`config.mk`:
```
export PLATFORM = sky130hd
export DESIGN_NAME = uart_rx_ctrl
export DESIGN_NICKNAME = d
export VERILOG_FILES = /design/src/rtl/uart_rx_ctrl.sv
export SDC_FILE = /design/constraint.sdc
export NUM_CORES = 1
export LEC_CHECK = 0
export ABC_AREA = 1
export CAP_MARGIN = 20
export CORE_MARGIN = 3
export CORE_UTILIZATION = 45
export CTS_CLUSTER_SIZE = 30
export DETAILED_ROUTE_END_ITERATION = 10
export PLACE_DENSITY = 0.77
export SLEW_MARGIN = 20
export SYNTH_ARGS = -nofsm -noshare
export SYNTH_HDL_FRONTEND = slang
export SYNTH_SLANG_ARGS = --single-unit
```
`constraint.sdc`:
```
create_clock -name clkdiv -period 1.79 [get_ports clkdiv]
set_input_delay 0.179 -clock clkdiv [delete_from_list [all_inputs] [get_ports clkdiv]]
set_output_delay 0.179 -clock clkdiv [all_outputs]
set_load 0.01 [all_outputs]
```
`src/rtl/uart_rx_ctrl.sv`:
```
// uart_rx_ctrl: UART receiver with its own 16x oversampling tick generator.
// Deserialises rx (LSB first, 7 or 8 data bits, optional odd/even parity,
// 1 or 2 stop bits) and presents each character on a held register with a
// valid/ack handshake plus parity, frame, overrun and alarm flags.
//
// Ports:
//   clkdiv      system clock
//   reset       synchronous, active-high
//   rx          serial input, idle high, asynchronous to clkdiv
//   enable      receiver enable; deassertion aborts a frame on the next tick
//   bd_rate     selects DIV0..DIV3 clkdiv cycles per 16x tick
//   par         00/11 none, 01 odd, 10 even
//   d_num       0 = 7 data bits, 1 = 8 data bits
//   s_num       0 = 1 stop bit, 1 = 2 stop bits
//   rd_ack      consumer acknowledges data_out
//   data_out    last received character
//   data_ready  high while data_out is unread
//   data_valid  one-cycle pulse per completed frame
//   parity_err  parity error for the current data_out
//   frame_err   stop-bit error for the current data_out
//   overrun     sticky, set when unread data is overwritten
//   alarm_sig   one-cycle pulse with data_valid when character == ALARM_CODE
//   busy        high when not idle
module uart_rx_ctrl #(
  parameter int unsigned DIV0       = 2604,
  parameter int unsigned DIV1       = 1302,
  parameter int unsigned DIV2       = 12,
  parameter int unsigned DIV3       = 326,
  parameter logic [7:0]  ALARM_CODE = 8'd250
) (
  input  logic       clkdiv,
  input  logic       reset,
  input  logic       rx,
  input  logic       enable,
  input  logic [1:0] bd_rate,
  input  logic [1:0] par,
  input  logic       d_num,
  input  logic       s_num,
  input  logic       rd_ack,
  output logic [7:0] data_out,
  output logic       data_ready,
  output logic       data_valid,
  output logic       parity_err,
  output logic       frame_err,
  output logic       overrun,
  output logic       alarm_sig,
  output logic       busy
);

  typedef enum logic [2:0] {S_IDLE, S_START, S_DATA, S_PARITY, S_STOP} state_t;

  logic        rx_meta_q, rxs_q;
  logic [11:0] tc_q, tc_d, div_m1;
  logic        tick;

  state_t      state_q, state_d;
  logic [3:0]  sc_q, sc_d;
  logic [2:0]  bi_q, bi_d;
  logic [7:0]  shift_q, shift_d;
  logic        perr_q, perr_d, ferr_q, ferr_d;
  logic        arm_q, arm_d;
  logic [1:0]  par_l_q, par_l_d;
  logic        dnum_l_q, dnum_l_d, snum_l_q, snum_l_d;
  logic        fin, ones_odd;

  logic [7:0]  data_out_q;
  logic        data_ready_q, data_valid_q, perr_out_q, ferr_out_q;
  logic        overrun_q, alarm_q;

  always_comb begin
    case (bd_rate)
      2'b00:   div_m1 = 12'(DIV0 - 32'd1);
      2'b01:   div_m1 = 12'(DIV1 - 32'd1);
      2'b10:   div_m1 = 12'(DIV2 - 32'd1);
      default: div_m1 = 12'(DIV3 - 32'd1);
    endcase
  end

  // >= rather than == so a smaller divisor selected mid-count wraps at once
  assign tick = (tc_q >= div_m1);
  assign tc_d = tick ? '0 : tc_q + 12'd1;

  always_ff @(posedge clkdiv) begin
    if (reset) begin
      rx_meta_q <= 1'b1;
      rxs_q     <= 1'b1;
      tc_q      <= '0;
    end else begin
      rx_meta_q <= rx;
      rxs_q     <= rx_meta_q;
      tc_q      <= tc_d;
    end
  end

  always_ff @(posedge clkdiv) begin
    if (reset) begin
      state_q  <= S_IDLE;
      sc_q     <= '0;
      bi_q     <= '0;
      shift_q  <= '0;
      perr_q   <= 1'b0;
      ferr_q   <= 1'b0;
      arm_q    <= 1'b1;
      par_l_q  <= '0;
      dnum_l_q <= 1'b0;
      snum_l_q <= 1'b0;
    end else begin
      state_q  <= state_d;
      sc_q     <= sc_d;
      bi_q     <= bi_d;
      shift_q  <= shift_d;
      perr_q   <= perr_d;
      ferr_q   <= ferr_d;
      arm_q    <= arm_d;
      par_l_q  <= par_l_d;
      dnum_l_q <= dnum_l_d;
      snum_l_q <= snum_l_d;
    end
  end

  always_comb begin
    state_d  = state_q;
    sc_d     = sc_q;
    bi_d     = bi_q;
    shift_d  = shift_q;
    perr_d   = perr_q;
    ferr_d   = ferr_q;
    arm_d    = arm_q;
    par_l_d  = par_l_q;
    dnum_l_d = dnum_l_q;
    snum_l_d = snum_l_q;
    fin      = 1'b0;
    ones_odd = (^shift_q) ^ rxs_q;
    if (tick) begin
      if (state_q == S_IDLE) begin
        // arm_q blocks restarting on a held-low (break) line until it is seen high
        if (rxs_q) begin
          arm_d = 1'b1;
        end else if (enable && arm_q) begin
          state_d  = S_START;
          sc_d     = '0;
          par_l_d  = par;
          dnum_l_d = d_num;
          snum_l_d = s_num;
        end
      end else if (!enable) begin
        state_d = S_IDLE;
      end else begin
        case (state_q)
          S_START: begin
            if (sc_q == 4'd7) begin
              if (rxs_q) begin
                state_d = S_IDLE;
              end else begin
                state_d = S_DATA;
                sc_d    = '0;
                bi_d    = '0;
                shift_d = '0;
                perr_d  = 1'b0;
                ferr_d  = 1'b0;
              end
            end else begin
              sc_d = sc_q + 4'd1;
            end
          end
          S_DATA: begin
            if (sc_q == 4'd15) begin
              shift_d[bi_q] = rxs_q;
              sc_d          = '0;
              if (bi_q == {2'b11, dnum_l_q}) begin
                bi_d    = '0;
                state_d = (par_l_q == 2'b01 || par_l_q == 2'b10) ? S_PARITY : S_STOP;
              end else begin
                bi_d = bi_q + 3'd1;
              end
            end else begin
              sc_d = sc_q + 4'd1;
            end
          end
          S_PARITY: begin
            if (sc_q == 4'd15) begin
              perr_d  = (par_l_q == 2'b01) ? !ones_odd : ones_odd;
              sc_d    = '0;
              state_d = S_STOP;
            end else begin
              sc_d = sc_q + 4'd1;
            end
          end
          S_STOP: begin
            if (sc_q == 4'd15) begin
              if (!rxs_q) ferr_d = 1'b1;
              sc_d = '0;
              // bi_q doubles as the stop-bit index here
              if (snum_l_q && bi_q == 3'd0) begin
                bi_d = 3'd1;
              end else begin
                state_d = S_IDLE;
                fin     = 1'b1;
                if (!rxs_q) arm_d = 1'b0;
              end
            end else begin
              sc_d = sc_q + 4'd1;
            end
          end
          default: state_d = S_IDLE;
        endcase
      end
    end
  end

  // Outputs load at the final stop-sample edge, so they appear the cycle after it
  always_ff @(posedge clkdiv) begin
    if (reset) begin
      data_out_q   <= '0;
      data_ready_q <= 1'b0;
      data_valid_q <= 1'b0;
      perr_out_q   <= 1'b0;
      ferr_out_q   <= 1'b0;
      overrun_q    <= 1'b0;
      alarm_q      <= 1'b0;
    end else begin
      data_valid_q <= fin;
      alarm_q      <= fin && (shift_q == ALARM_CODE);
      if (fin) begin
        data_out_q   <= shift_q;
        perr_out_q   <= perr_d;
        ferr_out_q   <= ferr_d;
        data_ready_q <= 1'b1;
        if (data_ready_q && !rd_ack) overrun_q <= 1'b1;
      end else if (rd_ack && data_ready_q) begin
        data_ready_q <= 1'b0;
      end
    end
  end

  assign data_out   = data_out_q;
  assign data_ready = data_ready_q;
  assign data_valid = data_valid_q;
  assign parity_err = perr_out_q;
  assign frame_err  = ferr_out_q;
  assign overrun    = overrun_q;
  assign alarm_sig  = alarm_q;
  assign busy       = (state_q != S_IDLE);

endmodule

```
; ---- Word-level counts from Yosys, hierarchy flattened
; Cells that the tools add are included.
[op_classes]
n_bitwise = 3
n_reduce_logical = 30
n_eq_ne = 29
magnitude_cmp = 3
n_mux = 67
addsub = 3
[op_table]
columns = cell, n
row1 = 3-bit two-way mux, 17
row2 = 12-bit case mux with 3 select lines, 1
row3 = 1-bit two-way mux, 30
row4 = 4-bit two-way mux, 7
row5 = 8-bit two-way mux, 3
row6 = "4-bit inequality test, second input constant", 6
row7 = 9-bit AND reduction, 2
row8 = "2-bit inequality test, second input constant", 8
row9 = 8-bit case mux with 2 select lines, 1
row10 = 7-bit AND reduction, 2
row11 = "12-bit by 1-bit adder with 12-bit output, second input constant", 1
row12 = 12-bit >= comparator, 1
row13 = 3-bit case mux with 4 select lines, 1
row14 = 2-bit nonzero test, 5
row15 = 3-bit case mux with 3 select lines, 1
row16 = 3-bit nonzero test, 3
row17 = 8-bit bitwise mux, 1
row18 = "8-bit == test, second input constant", 1
row19 = 4-bit case mux with 2 select lines, 1
row20 = 8-bit parity, 1
row21 = "3-bit by 2-bit == test with 1-bit output, second input constant", 2
row22 = 1-bit logical AND, 6
row23 = 3-bit logical NOT, 2
row24 = 6-bit AND reduction, 1
row25 = 25 further kinds, 31
[word_totals]
input_bits = 11
register_bits = 53

; ---- Longest topological paths before layout
; Gate-level depths: netlist of the first run.
[depth]
word_depth = 9
mapped_depth = 15
mapped_depth_nobuf = 15

; ---- Worst setup path before layout of the first run
; No wires, ideal clock.
[synth_timing]
path_type = register to register
startpoint = register bi_q[0]
endpoint = register perr_out_q, in the netlist parity_err
path_buffers = 2
t_arrival_ns = 1.709
setup_ns = 0.109
path_slack_ns = -0.028
stages_incl_launch_ff = 13
required_ns = 1.681
synth_period_minus_slack_ns = 1.818
cell_sequence = dfxtp_1 clkbuf_1 inv_1 ha_1 nand2_1 nor2_1 nor4_4 nand2_4 inv_4 buf_8 nand3_2 nand2_1 inv_1
[synth_via]
elab_chain_len = 8
[synth_lines]
columns = element, line
row1 = "start, declared", 58  ; logic [2:0] bi_q, bi_d;
row2 = "start signal, assigned", 110  ; bi_q <= bi_d;
row3 = 3-bit logical NOT, 194  ; if (snum_l_q && bi_q == 3'd0) begin
row4 = 1-bit logical AND, 194
row5 = 1-bit two-way mux, 194
row6 = 1-bit two-way mux, 190  ; if (sc_q == 4'd15) begin
row7 = 1-bit two-way mux, 149  ; case (state_q)
row8 = 1-bit two-way mux, 146  ; end else if (!enable) begin
row9 = 1-bit two-way mux, 135  ; if (state_q == S_IDLE) begin
row10 = 1-bit two-way mux, 134  ; if (tick) begin
row11 = "end signal, assigned", 226  ; perr_out_q <= perr_d;
row12 = "end, declared", 67  ; logic data_ready_q, data_valid_q, perr_out_q, ferr_out_q;
; Every way passes these cells.
; A chain may end at the register's enable or synchronous reset.

; ---- Worst setup path after layout of the first run
[layout_timing]
startpoint = register tc_q[9]
endpoint = register shift_q[3]
[layout_via]
elab_chain_len = 2
[layout_lines]
columns = element, line
row1 = "start, declared", 53  ; logic [11:0] tc_q, tc_d, div_m1;
row2 = "start signal, assigned", 91  ; tc_q <= tc_d;
row3 = 12-bit >= comparator, 80  ; assign tick = (tc_q >= div_m1);
row4 = 7-bit AND reduction (no line), -
row5 = "end signal, assigned", 111  ; shift_q <= shift_d;
row6 = "end, declared", 59  ; logic [7:0] shift_q, shift_d;
; Every way passes these cells.

==> flow_metrics.env, run 1 <==
export IMPL_core_area_mm2=0.00694
export IMPL_ff2ff_setup_slack_ns=0.03
export IMPL_status="finished clean"
export IMPL_grt_pass1_vias=2918
export IMPL_port_buffers=25
export IMPL_maxSlewViolCount=0
export IMPL_routed_top_layer="met4"
export IMPL_htree_levels=2
export IMPL_tightest_slew_ns=0.554
export IMPL_synth_edf_count=0
export IMPL_n_antenna_cell=0
export IMPL_clk_pin_slew_ns=0.11
export IMPL_holdBufCountCts=0
export IMPL_holdPathStages=2
export IMPL_synthesis_nets=500
export IMPL_rsz0062_at_grt="yes"
export IMPL_ant_nets=0
export IMPL_hpwl_um=5510
export IMPL_worst_setup_path_type="register to register"
export IMPL_reg2reg_from="tc_q[9]"
export IMPL_slew_headroom_pct=63.0
export IMPL_gp_congestion=0.900
export IMPL_avgSynthCellArea_um2=7.01
export IMPL_layout_drive_gt1_share_pct=25.7
export IMPL_synthFlopType="dfxtp_1"
export IMPL_clk_path_buf_depth=2
export IMPL_grt_max_degree=19
export IMPL_setup_violations=0
export IMPL_crit_top_cell="nor2_4"
export IMPL_drc=0
export IMPL_ir_drop_uv=222
export IMPL_rows=30
export IMPL_dieArea_mm2=0.00838
export IMPL_wl_met1_um=3500
export IMPL_fin_setup_tns_ns=0
export IMPL_initial_core_util_pct=47.4
export IMPL_die_h_um=91.5
export IMPL_cp_required_ns=2.04
export IMPL_cts_buffers=5
export IMPL_clock_tree_root_cell="clkbuf_8"
export IMPL_hp_class="input port to register"
export IMPL_worstHoldEndpoint="rx_meta_q"
export IMPL_critPathCaptureType="register"
export IMPL_fin_skew_ns=0.0141
export IMPL_placed_area_mm2=0.00381
export IMPL_syn_area_mm2=0.00329
export IMPL_antenna_found_initial=0
export IMPL_synthArstFlopShare_pct=0
export IMPL_r2r_cells=11
export IMPL_cpMaxStageDelayCell="dfxtp_4"
export IMPL_rr_endpoint="shift_q[3]"
export IMPL_syn_inst=470
export IMPL_min_period_ns=1.76
export IMPL_period_share_pct=98.1
export IMPL_critPathLaunchType="register"
export IMPL_drtPass1Iterations=4
export IMPL_grt_overflow_total=0
export IMPL_power_density_mw_per_mm2=495
export IMPL_route_vias_total=3168
export IMPL_grt_pass1_wl_um=12400
export IMPL_wl_met2_um=3600
export IMPL_hold_violations=0
export IMPL_crit_chain="ha_4, nand2_2, nor2_4, nand3_1, nor2_2, nor2_4, buf_12, nor2_4, buf_6, nand4_1, a21oi_1"
export IMPL_cp_max_fo=8
export IMPL_ys_types=35
export IMPL_p_leak_uw=0.00172
export IMPL_final_nets=550
export IMPL_drt_wl_total_um=7510
export IMPL_cap_violations=0
export IMPL_synth_seq_cells=53
export IMPL_cts_tree="done"
export IMPL_startpoint="tc_q[9]"
export IMPL_vias_per_cell=5.13
export IMPL_synth_warnings=0
export IMPL_wl_per_cell_um=12.2
export IMPL_fin_area_mm2=0.00418
export IMPL_hp_start="rx"
export IMPL_clk_latency_ns=0.31
export IMPL_worstPathArrival_ns=2.01
export IMPL_dr_wl_met3_um=291
export IMPL_die_w_um=91.5
export IMPL_area_growth_pct=27.0
export IMPL_cts_sinks=53
export IMPL_clock_fmax_mhz=569
export IMPL_critPathMaxStageDelay_ns=0.38
export IMPL_grt_usage_pct=17.5
export IMPL_fillers=623
export IMPL_synth_seq_area_share_pct=32.2
export IMPL_num_io_pins=26
export IMPL_drtIter0Drc=150
==> placed cells by master, fill, tap and decap left out, types with 2 or more instances in the layout <==
cell type	count
nand2_1	93
ha_4	6
nand3_1	33
a21oi_2	3
buf_12	3
nand3_2	3
nor2_4	10
inv_1	47
dfxtp_2	9
dfxtp_1	43
nand2_4	10
o21ai_0	12
nor2_1	47
xnor2_1	4
ha_1	13
or2_2	4
o21ai_1	7
nand3_4	4
inv_4	2
inv_2	12
o2111ai_1	2
nor3b_1	2
a21oi_1	29
clkbuf_8	5
buf_4	22
o21ai_2	5
o211ai_1	2
buf_6	4
nand4_1	21
nor2_2	7
nand2_2	14
nor3b_2	2
nor3_1	6
clkdlybuf4s50_1	23
==> cell type report <==
type                       count  area (µm²)  share of cell area (%)
timing repair buffer          54         515                    12.3
clock buffer                   5        68.8                    1.65
clock inverter                 3        25.0                   0.598
tap                           96         120                    2.87
multi-input combinational    344        2130                    51.0
sequential                    53        1080                    25.7
inverter                      62         245                    5.86
==> metrics by stage <==
stage	power [µW]	setup slack, ns	utilization (%)	hold slack, ns	std cells
after floorplan	1300	0.0706	-	0.283	470
after global placement	1370	-0.546	54.9	0.391	605
after detailed placement	1370	-0.633	54.9	0.423	605
after CTS	2070	0.00346	56.9	0.420	614
after global routing	2170	-0.0553	60.2	0.451	617
final	2070	0.0339	60.2	0.428	617
==> flip-flops by register name, summed over array words and instances (netlist names), 2 cells and up <==
register	flops
bi_q	3
sc_q	4
par_l_q	2
state_q	3
tc_q	12
shift_q	8
data_out	8
==> logic make-up (layout without fill, tap and decap cells) <==
family | count (synthesis) | count (layout) | synth area share (%)
flops | 53 | 53 | 32.2
buf+inv | 74 | 124 | 9.46
xor+xnor | 4 | 4 | 1.06
compound gates | 61 | 61 | 10.1
fa+ha+maj | 19 | 19 | 7.22
simple gates | 259 | 260 | 39.9
==> how the worst max path moves through the flow <==
stage                      end  depth (start not counted)  slack [ns]
detailed placement     tc_q[8]                         11       -0.63
finish              shift_q[3]                         11        0.03
floorplan           parity_err                         12        0.07
global route        shift_q[3]                         11       -0.06
CTS                 state_q[1]                         11       0.003
global placement       sc_q[2]                         15       -0.55
==> power breakdown <==
part           total, µW  switching (µW)  internal, µW
sequential          1190            7.48          1190
clock                695             412           283
combinational        184             104          80.1
==> critical path, delay by kind of cell, from the launching register on <==
kind	cells	cell delay, ns
simple gates	7	0.60
fa+ha+maj	1	0.28
buf+inv	2	0.27
flops	1	0.38
compound gates	1	0.16
==> Yosys cell counts, types with 3 or more instances <==
| master | instances | area (µm²) |
|---|---|---|
| buf_2 | 5 | 25.0 |
| clkbuf_1 | 4 | 15.0 |
| nand2_4 | 7 | 78.8 |
| o21ai_2 | 3 | 26.3 |
| nand3_2 | 3 | 30.0 |
| nor3_1 | 7 | 35.0 |
| nand2_2 | 7 | 43.8 |
| nor2_4 | 5 | 56.3 |
| dfxtp_1 | 53 | 1060 |
| nand2_1 | 102 | 383 |
| nor2_2 | 5 | 31.3 |
| or2_2 | 4 | 25.0 |
| o21ai_0 | 20 | 100 |
| a21oi_1 | 32 | 160 |
| ha_1 | 19 | 238 |
| nor2_1 | 54 | 203 |
| inv_1 | 52 | 195 |
| nand3_1 | 35 | 175 |
| nand4_1 | 21 | 131 |
| xnor2_1 | 4 | 35.0 |
| inv_2 | 8 | 30.0 |
==> layer usage <==
layer  track usage (%)  vias up
met4              6.91        0
met1              22.2     1444
li1                  -     1644
met2              29.5       69
met3              2.90       11
met5                 0        -
==> what timing repair did <==
| action | 4_1_cts | 5_1_grt |
|---|---|---|
| buffers inserted | 1 | 2 |
| gates resized for setup | 18 | 60 |
| endpoints found under the setup margin | 52 | 44 |
| cloned | 0 | 1 |
| pin swaps | 7 | 17 |
No activity file was read; power rests on OpenSTA's default activity.
==> run 2, diff against run 1 <==
PLACE_DENSITY = 0.64   (was 0.77)
==> flow_metrics.env, run 2 (synthesis gave the netlist of run 1 again) <==
export IMPL_fillers=629
export IMPL_core_area_mm2=0.00694
export IMPL_ir_drop_uv=423
export IMPL_grt_max_degree=18
export IMPL_initial_core_util_pct=47.4
export IMPL_placed_area_mm2=0.00380
export IMPL_layout_common_cells="nand2_1 (86), inv_1 (48), nor2_1 (44)"
export IMPL_reg2reg_from="tc_q[4]"
export IMPL_use_met1_pct=27.4
export IMPL_cts_sinks=53
export IMPL_cts_buffers=5
export IMPL_regMostFlops="tc_q"
export IMPL_drt_wl_total_um=8590
export IMPL_largest_register_ffs=12
export IMPL_grt_pass1_wl_um=13400
export IMPL_rows=30
export IMPL_holdPathStages=2
export IMPL_hpwl_um=5950
export IMPL_drc=0
export IMPL_power_density_mw_per_mm2=505
export IMPL_area_growth_pct=34.6
export IMPL_failed_checks="setup timing"
export IMPL_vias_per_cell=5.11
export IMPL_hold_violations=0
export IMPL_hp_start="rx"
export IMPL_ff2ff_setup_slack_ns=-0.002
export IMPL_antenna_found_initial=0
export IMPL_hp_class="input port to register"
export IMPL_cp_required_ns=2.05
export IMPL_setup_slack_ns=-0.00213
export IMPL_fin_area_mm2=0.00443
export IMPL_clk_pin_slew_ns=0.11
export IMPL_critPathCaptureType="register"
export IMPL_dieArea_mm2=0.00838
export IMPL_grt_usage_pct=19.4
export IMPL_cp_max_fo=6
export IMPL_power_report_internal_total_uw=1690
export IMPL_critPathLaunchType="register"
export IMPL_fin_setup_tns_ns=-0.00213
export IMPL_drtIter0Drc=161
export IMPL_min_period_ns=1.79
export IMPL_n_antenna_cell=0
export IMPL_p_comb_share_pct=9.0
export IMPL_grt_util_met2_pct=30.6
export IMPL_layout_drive_gt1_share_pct=31.8
export IMPL_slew_headroom_pct=76.1
export IMPL_rr_endpoint="bi_q[2]"
export IMPL_htree_levels=2
export IMPL_ant_nets=0
export IMPL_wl_per_cell_um=13.8
export IMPL_cts_tree="done"
export IMPL_drtPass1Iterations=4
export IMPL_pwr_share_clk_pct=37.7
export IMPL_layout_commonest_cell="nand2_1"
export IMPL_status="complete, but fails checks"
export IMPL_num_io_pins=26
export IMPL_grt_overflow_total=0
export IMPL_rsz0062_at_grt="yes"
export IMPL_maxSlewViolCount=0
export IMPL_p_leak_uw=0.00181
export IMPL_seq_power_share_pct=53.3
export IMPL_setup_violations=1
export IMPL_grt_met3_usage_pct=3.40
export IMPL_route_vias_total=3191
export IMPL_p_sw_uw=550
export IMPL_switching_share_pct=24.5
export IMPL_tightest_slew_ns=0.355
export IMPL_clock_fmax_mhz=558
export IMPL_final_nets=557
export IMPL_holdBufCountCts=0
export IMPL_die_h_um=91.5
export IMPL_cap_violations=0
export IMPL_clock_tree_root_cell="clkbuf_8"
export IMPL_worstHoldEndpoint="rx_meta_q"
export IMPL_worstPathArrival_ns=2.05
export IMPL_fin_skew_ns=0.0117
export IMPL_grt_pass1_vias=2836
export IMPL_grt_busiest_layer="met2"
export IMPL_clk_path_buf_depth=2
export IMPL_port_buffers=25
export IMPL_gp_congestion=0.918
export IMPL_clk_latency_ns=0.31
export IMPL_worst_setup_path_type="register to register"
export IMPL_power_uw=2240
export IMPL_die_w_um=91.5
export IMPL_r2r_cells=11
export IMPL_period_share_pct=100
[run 2: cell count changes in the layout (fill, tap and decap cells not counted), moves of 4 or more]
cell / before / now
a21oi_1: 29 / 24
o21ai_0: 12 / 8
o21ai_2: 5 / 9
a21oi_2: 3 / 7
nand2_2: 14 / 19
buf_4: 22 / 28
nand2_1: 93 / 86
dfxtp_4: 1 / 5
[run 2: how the worst max path moves through the flow]
stage	start	to	depth (start not counted)
5_1_grt	bd_rate[1]	tc_q[8]	12
3_3_place_gp	bd_rate[0]	tc_q[10]	11
4_1_cts	tc_q[11]	tc_q[8]	9
3_5_place_dp	bd_rate[0]	tc_q[10]	11
6_report	tc_q[4]	bi_q[2]	11
2_1_floorplan	bi_q[0]	parity_err	12
[run 2: stage by stage]
stage | std cells | util (%) | setup WS [ns] | hold WS (ns)
CTS | 616 | 57.2 | 0.00321 | 0.411
global placement | 605 | 54.7 | -0.495 | 0.393
detailed placement | 605 | 54.7 | -0.659 | 0.404
global route | 624 | 63.8 | -0.124 | 0.420
finish | 624 | 63.8 | -0.00213 | 0.414
floorplan | 470 | - | 0.0706 | 0.283
[run 2: worst max-delay path: stages, from the launching register on]
cell and delay [ns]:
dfxtp_4 0.38, ha_4 0.26, inv_2 0.04, nor2_4 0.11
nand2_1 0.07, nor2_2 0.11, nand2_2 0.08, nand3_4 0.15
buf_12 0.13, clkbuf_16 0.13, nand4_1 0.13, a21oi_2 0.15
[run 2: repair_timing]
action                                  4_1_cts  5_1_grt
resized for setup                            20       98
endpoints found under the setup margin       52       44
pin swaps                                     5       26
endpoints found under the hold margin         0        0
gates cloned                                  0        1
setup buffers                                 3        8
[run 2: final cells by class]
cell class | instances | area [µm²] | area share, %
Clock buffer | 6 | 72.6 | 1.64
Multi-Input combinational cell | 343 | 2270 | 51.1
Timing Repair Buffer | 62 | 596 | 13.4
Inverter | 62 | 250 | 5.65
Clock inverter | 2 | 38.8 | 0.875
Tap cell | 96 | 120 | 2.71
Sequential cell | 53 | 1090 | 24.6
[run 2: metal layers]
layer	wire, µm	part of all wire (%)	vias up
met4	111	1.3	0
met3	334	3.9	11
met2	4090	48	60
li1	-	-	1656
met1	4050	47	1464
met5	0	0	-
[run 2: power by group through the flow]
| stage | logic (µW) | clock network [µW] | registers, µW |
|---|---|---|---|
| 2_1_floorplan | 83.3 | 0 | 1220 |
| 3_3_place_gp | 143 | 0 | 1220 |
| 3_5_place_dp | 145 | 0 | 1220 |
| 4_1_cts | 156 | 859 | 1200 |
| 5_1_grt | 223 | 902 | 1190 |
| 6_report | 202 | 844 | 1190 |
